`src/rtl/if_fetch_unit.sv`:
```
// Instruction-fetch stage: owns the PC, runs the imem req/ready handshake and loads IF/ID.
// Optional perf counters (fetch_cnt, flush_cnt) are enabled by defining IF_PERF_CNT_EN.
`timescale 1ns/1ps
module if_fetch_unit #(
    parameter logic [15:0] RESET_PC  = 16'h0000,
    parameter logic [15:0] NOP_INSTR = 16'h0000
) (
    input  logic        clk,
    input  logic        reset_n,
    output logic [15:0] pc_out,
    input  logic [15:0] pred_next_pc,
    output logic        i_read,
    output logic [15:0] i_address,
    input  logic        i_ready,
    input  logic [15:0] i_data,
    input  logic        id_stall,
    input  logic        flush,
    input  logic [15:0] redirect_pc,
    output logic        ifid_valid,
    output logic [15:0] ifid_instr,
    output logic [15:0] ifid_pc,
    output logic [15:0] ifid_pred_pc
`ifdef IF_PERF_CNT_EN
    ,
    output logic [15:0] fetch_cnt,
    output logic [15:0] flush_cnt
`endif
);

    typedef enum logic [1:0] {StFetch, StHold, StDrain} state_e;

    state_e      r_state, w_state_d;
    logic [15:0] r_pc, w_pc_d;
    logic [15:0] r_req_addr, w_req_addr_d;
    logic        r_ifid_valid, w_ifid_valid_d;
    logic [15:0] r_ifid_instr, w_ifid_instr_d;
    logic [15:0] r_ifid_pc, w_ifid_pc_d;
    logic [15:0] r_ifid_pred_pc, w_ifid_pred_pc_d;
    logic [15:0] r_hold_instr, w_hold_instr_d;
    logic [15:0] r_hold_pred_pc, w_hold_pred_pc_d;

    logic w_id_accept;
    logic w_id_consume;
    logic w_ifid_load;

    assign w_id_accept  = !r_ifid_valid || !id_stall;
    assign w_id_consume = r_ifid_valid && !id_stall;

    always_comb begin
        w_state_d        = r_state;
        w_pc_d           = r_pc;
        w_ifid_valid_d   = r_ifid_valid;
        w_ifid_instr_d   = r_ifid_instr;
        w_ifid_pc_d      = r_ifid_pc;
        w_ifid_pred_pc_d = r_ifid_pred_pc;
        w_hold_instr_d   = r_hold_instr;
        w_hold_pred_pc_d = r_hold_pred_pc;
        w_ifid_load      = 1'b0;

        if (flush) begin
            w_ifid_valid_d   = 1'b0;
            w_ifid_instr_d   = NOP_INSTR;
            w_pc_d           = redirect_pc;
            w_hold_instr_d   = NOP_INSTR;
            w_hold_pred_pc_d = '0;
            // An outstanding request must complete before the redirected fetch issues.
            case (r_state)
                StFetch: w_state_d = i_ready ? StFetch : StDrain;
                StDrain: w_state_d = i_ready ? StFetch : StDrain;
                default: w_state_d = StFetch;
            endcase
        end else begin
            case (r_state)
                StFetch: begin
                    if (i_ready) begin
                        if (w_id_accept) begin
                            w_ifid_load      = 1'b1;
                            w_ifid_valid_d   = 1'b1;
                            w_ifid_instr_d   = i_data;
                            w_ifid_pc_d      = r_pc;
                            w_ifid_pred_pc_d = pred_next_pc;
                            w_pc_d           = pred_next_pc;
                        end else begin
                            w_hold_instr_d   = i_data;
                            w_hold_pred_pc_d = pred_next_pc;
                            w_state_d        = StHold;
                        end
                    end else if (w_id_consume) begin
                        w_ifid_valid_d = 1'b0;
                        w_ifid_instr_d = NOP_INSTR;
                    end
                end
                StHold: begin
                    if (w_id_accept) begin
                        w_ifid_load      = 1'b1;
                        w_ifid_valid_d   = 1'b1;
                        w_ifid_instr_d   = r_hold_instr;
                        w_ifid_pc_d      = r_pc;
                        w_ifid_pred_pc_d = r_hold_pred_pc;
                        w_pc_d           = r_hold_pred_pc;
                        w_state_d        = StFetch;
                    end
                end
                StDrain: begin
                    if (i_ready) begin
                        w_state_d = StFetch;
                    end
                end
                default: w_state_d = StFetch;
            endcase
        end

        // Request address follows the PC only once a fresh fetch can issue.
        w_req_addr_d = (w_state_d == StFetch) ? w_pc_d : r_req_addr;
    end

    always_ff @(posedge clk or negedge reset_n) begin
        if (!reset_n) begin
            r_state        <= StFetch;
            r_pc           <= RESET_PC;
            r_req_addr     <= RESET_PC;
            r_ifid_valid   <= 1'b0;
            r_ifid_instr   <= NOP_INSTR;
            r_ifid_pc      <= '0;
            r_ifid_pred_pc <= '0;
            r_hold_instr   <= NOP_INSTR;
            r_hold_pred_pc <= '0;
        end else begin
            r_state        <= w_state_d;
            r_pc           <= w_pc_d;
            r_req_addr     <= w_req_addr_d;
            r_ifid_valid   <= w_ifid_valid_d;
            r_ifid_instr   <= w_ifid_instr_d;
            r_ifid_pc      <= w_ifid_pc_d;
            r_ifid_pred_pc <= w_ifid_pred_pc_d;
            r_hold_instr   <= w_hold_instr_d;
            r_hold_pred_pc <= w_hold_pred_pc_d;
        end
    end

    // Request is dropped immediately while reset is held.
    assign i_read       = reset_n && (r_state != StHold);
    assign i_address    = r_req_addr;
    assign pc_out       = r_pc;
    assign ifid_valid   = r_ifid_valid;
    assign ifid_instr   = r_ifid_instr;
    assign ifid_pc      = r_ifid_pc;
    assign ifid_pred_pc = r_ifid_pred_pc;

`ifdef IF_PERF_CNT_EN
    logic [15:0] r_fetch_cnt;
    logic [15:0] r_flush_cnt;

    always_ff @(posedge clk or negedge reset_n) begin
        if (!reset_n) begin
            r_fetch_cnt <= '0;
            r_flush_cnt <= '0;
        end else begin
            if (w_ifid_load) begin
                r_fetch_cnt <= r_fetch_cnt + 16'd1;
            end
            if (flush) begin
                r_flush_cnt <= r_flush_cnt + 16'd1;
            end
        end
    end

    assign fetch_cnt = r_fetch_cnt;
    assign flush_cnt = r_flush_cnt;
`endif

endmodule

```
`config.mk`:
```
export PLATFORM = sky130hd
export DESIGN_NAME = if_fetch_unit
export DESIGN_NICKNAME = d
export VERILOG_FILES = /design/src/rtl/if_fetch_unit.sv
export SDC_FILE = /design/constraint.sdc
export NUM_CORES = 1
export LEC_CHECK = 0
export ABC_AREA = 1
export CAP_MARGIN = 10
export CELL_PAD_IN_SITES_DETAIL_PLACEMENT = 0
export CELL_PAD_IN_SITES_GLOBAL_PLACEMENT = 2
export CORE_MARGIN = 3
export CORE_UTILIZATION = 29
export CTS_CLUSTER_DIAMETER = 150
export CTS_CLUSTER_SIZE = 10
export DETAILED_ROUTE_END_ITERATION = 10
export PLACE_DENSITY = 0.78
export SYNTH_ARGS = -nofsm -noshare
export SYNTH_HDL_FRONTEND = slang
export SYNTH_SLANG_ARGS = --single-unit
```
`constraint.sdc`:
```
create_clock -name clk -period 1.9 [get_ports clk]
set_input_delay 0.38 -clock clk [delete_from_list [all_inputs] [get_ports clk]]
set_output_delay 0.38 -clock clk [all_outputs]
set_load 0.1 [all_outputs]
```
---- Word-level counts from Yosys, hierarchy flattened ----
Cells that the tools add are included.
word-level totals
  register bits after elaboration ......... 115
  input port bits ......................... 53
  output and inout bits ................... 82
  word-level logic and storage cells ...... 76
cells by class
  equal/unequal tests ..................... 10
  muxes and demuxes ....................... 39
  bitwise gates (word level) .............. 1
  reductions and logical operators ........ 17
operators by type and width
  kind                                                             count
  16-bit 2-to-1 mux                                                22
  16-bit case mux with 2 select lines                              4
  2-bit 2-to-1 mux                                                 7
  2-bit != test, second input constant                             4
  4-bit != test, second input constant                             2
  2-bit case mux with 3 select lines                               1
  3-bit AND reduction                                              2
  2-bit nonzero test                                               3
  5-bit AND reduction                                              1
  2-bit zero test                                                  2
  1-bit 2-to-1 mux                                                 4
  4-bit AND reduction                                              1
  3-bit != test, second input constant                             1
  3-bit nonzero test                                               1
  2-bit by 1-bit == test with 1-bit output, second input constant  1
  2-bit == test, second input constant                             1
  1-bit logical AND                                                2
  1-bit zero test                                                  2
  2-bit by 1-bit != test with 1-bit output, second input constant  1
  1-bit case mux with 2 select lines                               1
  2-bit AND reduction                                              1
  2-bit OR reduction                                               1
  1-bit logical OR                                                 1
  1-bit inverter                                                   1

---- Depth between registers and ports, before layout ----
Gate-level depths: netlist of run 1.
  depth in word-level cells ............... 7
  depth in mapped cells ................... 10

---- Worst setup path after synthesis of run 1 ----
Ideal clock, no wire load.
  path type ............................... flip-flop to output port
  start ................................... reg r_state[1]
  end ..................................... out i_read
  data arrival time ....................... 2.126 ns
  data required time ...................... 1.520 ns
  path slack .............................. -0.606 ns
  stages on the path, launching flop included .. 6
  path through ............................ dfrtp_1 > inv_4 > nand2_4 > inv_2 > buf_2 > nor2_1
between the ends
  cells in the longest elaborated chain, start to end .. 2
ends and longest elaborated chain
  what                                      RTL line  RTL
  start, declared                           32        state_e r_state, w_state_d;
  start signal, assigned                    119       r_state <= StFetch;
  start signal, assigned                    129       r_state <= w_state_d;
  2-bit by 1-bit != test with 1-bit output  142       assign i_read = reset_n && (r_state != StHold);
  1-bit logical AND                         142
  end, declared                             12        output logic i_read,
Every way passes these cells.

---- Worst setup path after layout of run 1 ----
  start ................................... reg r_state[0]
  end ..................................... out i_read
The elaborated chain is that of the path after synthesis.

==> metrics.txt, run 1 <==
outcome=finished, final reports clean; layout cell share with drive strength beyond 1=0.213; Vias=roughly 5,000; CTS clk-pin slew, worst paths=0.06 ns; CP cell instances=nand2_8 -> inv_2 -> nor2_4 -> buf_12; top cell type's share of synthesized area=0.524; CTS tree=built; worst vdd ir=0.636 mV; hold buffer count at cts=0; worst slack, placed=-0.0775 ns; CP max-delay cell=dfrtp_2; worst slew pin tran=0.619 ns; Fin. Hold Viols=0; core area=18,300 sq um; Fmax=553 MHz; Mapped Area=5490 sq um; overall global routing resource usage=0.170; reg2reg end=i_address[0]; CTS Buf Count=17; slowest stage delay, CP=0.51 ns; Max Cap Viol=0; Max clock buf depth=2; aggregate global routing overflow=0; Port Buf Inserts=134; final worst slack=0.0905 ns; clock latency on the worst-skew pair=0.42 ns; Final min period=1.81 ns; syn avg cell area=8.34 sq um; Distinct cells, synth=31; Routed WL=17,100 um; Final HPWL DP=12,500 um; Die X-Extent=144 um; most frequent cell after synthesis=nand2_1; CP endpoint=i_read; Final nets=between 800 and 900; worst-case clock skew=0.0101 ns; Hold Crit Class=primary input to asynchronous set/reset pin; die area=20,600 sq um; final slew viol count=0; Initial Util=0.301; htree depth=4; Iteration-0 DRC Markers=279; CTS Root Cell=clkbuf_16; post-synthesis sequential area ratio=0.524; RSZ-0062 raised after global routing=false; CP endpoint kind=primary output; Critical Path Start=r_state[0]; largest net degree at the start of global routing=116; worst rel slew slack=0.588; Post-synth top cells=130 x nand2_1, 115 x dfrtp_1, 101 x nand3_1; Vias/cell=4.75; Core Rows=49; P_leak=3.95 nW; Post-synth EDFFs=0; WL/cell=16.4 um; fin crit share=0.952; r2r startpoint=r_state[1]; Final ANT Viol Nets=0; cells on worst reg2reg path=7; CP Data Required Time=roughly 1.5 ns; Area Growth Syn to Fin=55.5%; Post-Syn Nets=711; GPL Wtd Cong=0.883; Die Y=144 um; synth warn=0; reg2reg setup slack=approximately 0.29 ns; # IOs=135; Remaining DRCs=0; Crit Path Max Fanout=8; first-pass GRT wire length=27,200 um; WS Path Type=register to primary output; final setup vio count=0; flops & latches, synth=about 120; pwr/cell area=1270 nW/um^2; DRT Pass-1 Iters=4; TNS Setup=0 ns; Worst Setup Start Kind=register; Post-synth top flop=dfrtp_1; cell taking the most area after synthesis=dfrtp_1; largest cells by area after synthesis=dfrtp_1 52%, nand3_1 9.2%, nand2_1 8.9%; Synth Instances=658; clk sink count=115; antenna violations before repair=0; async set-reset flop share out of synthesis=1.00; vias in the first global route=slightly above 5,000; worst path arrival time=between 1 and 1.5 ns
layer usage:
layer / vias up / part of all wire / routed length, um / global-route usage
li1: 2460 / - / - / -
met1: 2354 / 0.43 / 7410 / 0.215
met2: 133 / 0.49 / 8400 / 0.275
met3: 18 / 0.061 / 1050 / 0.0532
met4: 0 / 0.014 / 234 / 0.0590
met5: - / 0 / 0 / 0
state kept, by name, indices dropped and copies added (netlist names):
signal and flops:
r_state 2, pc_out 16, ifid_pc 16, ifid_valid 1, ifid_instr 16, i_address 16, r_hold_instr 16, ifid_pred_pc 16
r_hold_pred_pc 16
worst min-delay path by stage:
stage                        from         endpoint
floorplan                 reset_n     i_address[0]
global route              reset_n  ifid_pred_pc[3]
CTS                       reset_n  ifid_pred_pc[3]
finish                    reset_n  ifid_pred_pc[3]
detailed placement  ifid_instr[1]    ifid_instr[1]
global placement    ifid_instr[1]    ifid_instr[1]
through the flow:
| stage | utilization | power [W] | instances | hold slack [ns] | instance area (sq um) |
|---|---|---|---|---|---|
| global route | 0.467 | 0.0112 | 1044 | 0.170 | 8540 |
| global placement | 0.428 | 0.00731 | 1008 | 0.471 | 7830 |
| finish | 0.467 | 0.0108 | 1045 | 0.122 | 8540 |
| floorplan | - | 0.00562 | 658 | 0.0844 | 5500 |
| detailed placement | 0.428 | 0.00733 | 1008 | 0.480 | 7830 |
| CTS | 0.465 | 0.0109 | 1040 | 0.133 | 8490 |
area by class of cell:
type	instances	area, sq um
antenna	1	2.50
clock buffer	19	453
clock inverter	13	206
fill	1729	9730
inverter	81	319
multi-input combinational	422	2080
sequential	115	2880
tap	229	287
timing repair buffer	165	2300
cells by family after synthesis:
| family | synth area share |
|---|---|
| simple gates | 0.255 |
| buf+inv | 0.0991 |
| compound gates | 0.121 |
| flops | 0.524 |
worst max-delay path: cells and delay by family, from the launching register on:
kind                   cells  cell delay (ns)
flip-flops                 1             0.51
AND/OR/NAND/NOR            2             0.25
buffers and inverters      2             0.25
power breakdown:
| group | switching (W) | total (W) | internal, W |
|---|---|---|---|
| clock network | 0.00117 | 0.00356 | 0.00239 |
| registers | 0.000346 | 0.00312 | 0.00277 |
| logic | 0.00277 | 0.00416 | 0.00139 |
| total | 0.00429 | 0.0108 | 0.00655 |
cells in the final DEF (no fill, tap or decap), types with 3 or more instances in the layout:
master | Yosys | final
or2_2 | 3 | 3
and2_1 | 3 | 3
o21ai_0 | 18 | 18
o21ai_1 | 36 | 36
o211ai_1 | 16 | 16
clkinv_4 | 0 | 3
o22ai_1 | 12 | 12
nand3_1 | 101 | 101
bufinv_16 | 0 | 5
buf_4 | 13 | 39
dfrtp_1 | 115 | 112
inv_1 | 72 | 72
nor2_4 | 2 | 3
buf_12 | 0 | 75
inv_2 | 6 | 6
clkbuf_16 | 0 | 17
clkdlybuf4s50_1 | 0 | 51
nor2_1 | 62 | 61
nand2_1 | 130 | 130
a31oi_1 | 27 | 27
clkinv_2 | 0 | 3
dfrtp_2 | 0 | 3
what timing repair did:
action	4_1_cts	5_1_grt
resized for setup	4	2
pin swaps	0	0
setup buffers	0	4
setup endpoints to repair	1	1
No activity file was read; power rests on OpenSTA's default activity.
==> inputs of run 2 (changes only) <==
- ABC_AREA: 1 -> 0
- CORE_UTILIZATION: 29 -> 31
==> run 2 against run 1 <==
- first-iteration DRC count increased by 9.7%
- clock skew increased by 0.0033 ns
- highest routed layer unchanged
- critical path type is now primary input to register
- largest cell class unchanged
- non-clock buffer count grew 4
- die area down 14%
- global-route usage decreased by 0.32 points
==> metrics.txt, run 2 <==
CTS Buf Count=17; layout cell share with drive strength beyond 1=0.296; first-pass GRT wire length=23,400 um; worst slew pin tran=0.671 ns; Antenna diodes=0; register area=around 2900 sq um; CP max-delay cell=clkdlybuf4s50_1; Final nets=around 650; Die Y=133 um; core area=roughly 15,000 sq um; syn avg cell area=11.5 sq um; synth warn=0; # IOs=about 140; outcome=finished, final reports clean; Vias/cell=4.98; DRT Pass-1 Iters=6; Final min period=1.84 ns; async set-reset flop share out of synthesis=1.00; Fin. Hold Viols=0; GR Layer Usage met2=0.262; CTS tree=built; aggregate global routing overflow=0; CP cell instances=clkdlybuf4s50_1 -> a21boi_2 -> buf_4 -> mux2_1 -> a221oi_1 -> o31ai_1; final worst slack=0.0641 ns; top cell type's share of synthesized area=0.577; Filler Cell Count=1,378; post-synthesis sequential area ratio=0.577; largest net degree at the start of global routing=around 120; footprint of the multi-input gates=1980 sq um; GPL Wtd Cong=0.714; largest cells by area after synthesis=dfrtp_1 58%, mux2i_1 6.6%, a22o_1 5.6%; Core Rows=45; grt met3 use=0.0449; cells on worst reg2reg path=5; worst-case clock skew=0.0134 ns; GRT busiest layer=met2; RSZ-0062 raised after global routing=false; CP Data Required Time=2.18 ns; CTS clk-pin slew, worst paths=0.05 ns; overall global routing resource usage=0.167; Fmax=545 MHz; fin crit share=0.966; Inst Count DP=781; Worst Setup Start Kind=primary input; r2r startpoint=ifid_valid; Non-Filler Instances=815; Initial Util=0.322; Port Buf Inserts=roughly 130; Max clock buf depth=2; Area Growth Syn to Fin=54.2%; clk sink count=115; worst path arrival time=2.11 ns; die area=approximately 18,000 sq um; Mapped Area=about 5000 sq um; Distinct cells, synth=32; worst rel slew slack=0.553; most frequent cell after synthesis=dfrtp_1; Routed WL=14,200 um; reg2reg end=i_address[2]; Hold Slack=0.0315 ns; cell taking the most area after synthesis=dfrtp_1; GR Util met1=0.225; Post-synth top flop=dfrtp_1; Synth Instances=~440; reg2reg setup slack=0.13 ns; Final HPWL DP=9600 um; commonest non-fill, non-tap cell in the layout=dfrtp_1; CTS Root Cell=clkbuf_16; Max Cap Viol=0; Final Util=0.496; Post-synth top cells=115 x dfrtp_1, 45 x nand2_1, 35 x nor2_1; worst vdd ir=approximately 0.60 mV; slowest stage delay, CP=0.54 ns; WS Path Type=primary input to register; commonest cells after routing, fill and taps aside=112 x dfrtp_1, 73 x buf_4, 50 x clkdlybuf4s50_1; WL/cell=around 17 um; flops & latches, synth=115; Post-synth EDFFs=0; antenna violations before repair=0; Final ANT Viol Nets=0; Post-Syn Nets=488; final setup vio count=0; htree depth=4; Die X-Extent=about 130 um; vias in the first global route=4,325; Remaining DRCs=0; final slew viol count=0; pwr/cell area=~1300 nW/um^2; Crit Path Max Fanout=5; P_leak=3.34 nW; worst slack, placed=-0.371 ns; Hold Crit Class=primary input to asynchronous set/reset pin; Vias=~4,000; clock latency on the worst-skew pair=0.41 ns; Iteration-0 DRC Markers=306; CP endpoint kind=register
-- run 2: cell count changes in the layout (fill, tap and decap cells not counted), moves of 15 or more --
cell,delta
a21oi_1,+21
o21ai_1,-31
inv_1,-61
buf_12,-31
o31ai_1,+21
mux2i_1,+32
o21ai_0,-15
nand3_1,-99
a22o_1,+32
nand2_1,-85
buf_4,+34
o211ai_1,-16
nor2_1,-27
mux2_2,+19
-- run 2: cells by family after synthesis --
kind of cell,after synthesis,synth area share
AO/OA/AOI/OAI,125,0.182
buffers and inverters,41,0.0361
flip-flops,115,0.577
multiplexers,57,0.120
AND/OR/NAND/NOR,97,0.0838
-- run 2: area by class of cell --
class,count,area share
clock buffers,25,0.0658
clock inverters,5,0.00651
inverters,11,0.00537
multi-input cells,279,0.257
flip-flops and latches,115,0.375
well taps,211,0.0344
repair buffers,169,0.256
-- run 2: through the flow --
| step | instance area [sq um] | TNS [ns] | total power, W |
|---|---|---|---|
| after floorplan | 4990 | -0.154 | 0.00546 |
| after global placement | 7060 | -19.38 | 0.00674 |
| after detailed placement | 7060 | -24.17 | 0.00678 |
| after CTS | 7680 | 0 | 0.00980 |
| after global routing | 7680 | 0 | 0.0100 |
| final | 7680 | 0 | 0.00970 |
-- run 2: timing repair --
action                     CTS  global route
hold buffers                 0             0
gates resized for setup      1             3
gates cloned                 1             0
setup endpoints to repair    1            10
setup buffers                3             0
-- run 2: critical path: cells and delay by family --
kind	cells	cell delay [ns]
AOI/OAI and AO/OA	3	0.71
buffers and inverters	2	0.69
muxes	1	0.32
-- run 2: worst max-delay path by stage --
| stage | slack (ns) | to | cells past startpoint | startpoint |
|---|---|---|---|---|
| final | 0.06 | i_address[2] | 6 | i_ready |
| after global routing | 0.01 | i_address[8] | 6 | i_ready |
| after CTS | 0.01 | i_read | 4 | r_state[0] |
| after detailed placement | -0.37 | i_address[2] | 6 | i_ready |
| after global placement | -0.31 | i_address[14] | 5 | id_stall |
| after floorplan | -0.15 | i_read | 4 | r_state[0] |
-- run 2: layer usage --
metal,vias to the layer above,wire length (um)
li1,1909,-
met1,2035,6490
met2,101,6950
met3,11,575
met4,0,142
met5,-,0
-- run 2: report_power, final --
| group | internal [W] | leakage, nW | switching, W | total (W) |
|---|---|---|---|---|
| Combinational | 0.00107 | 1.62 | 0.00264 | 0.00371 |
| Clock | 0.00194 | 0.279 | 0.00103 | 0.00298 |
| Sequential | 0.00275 | 1.43 | 0.000263 | 0.00301 |
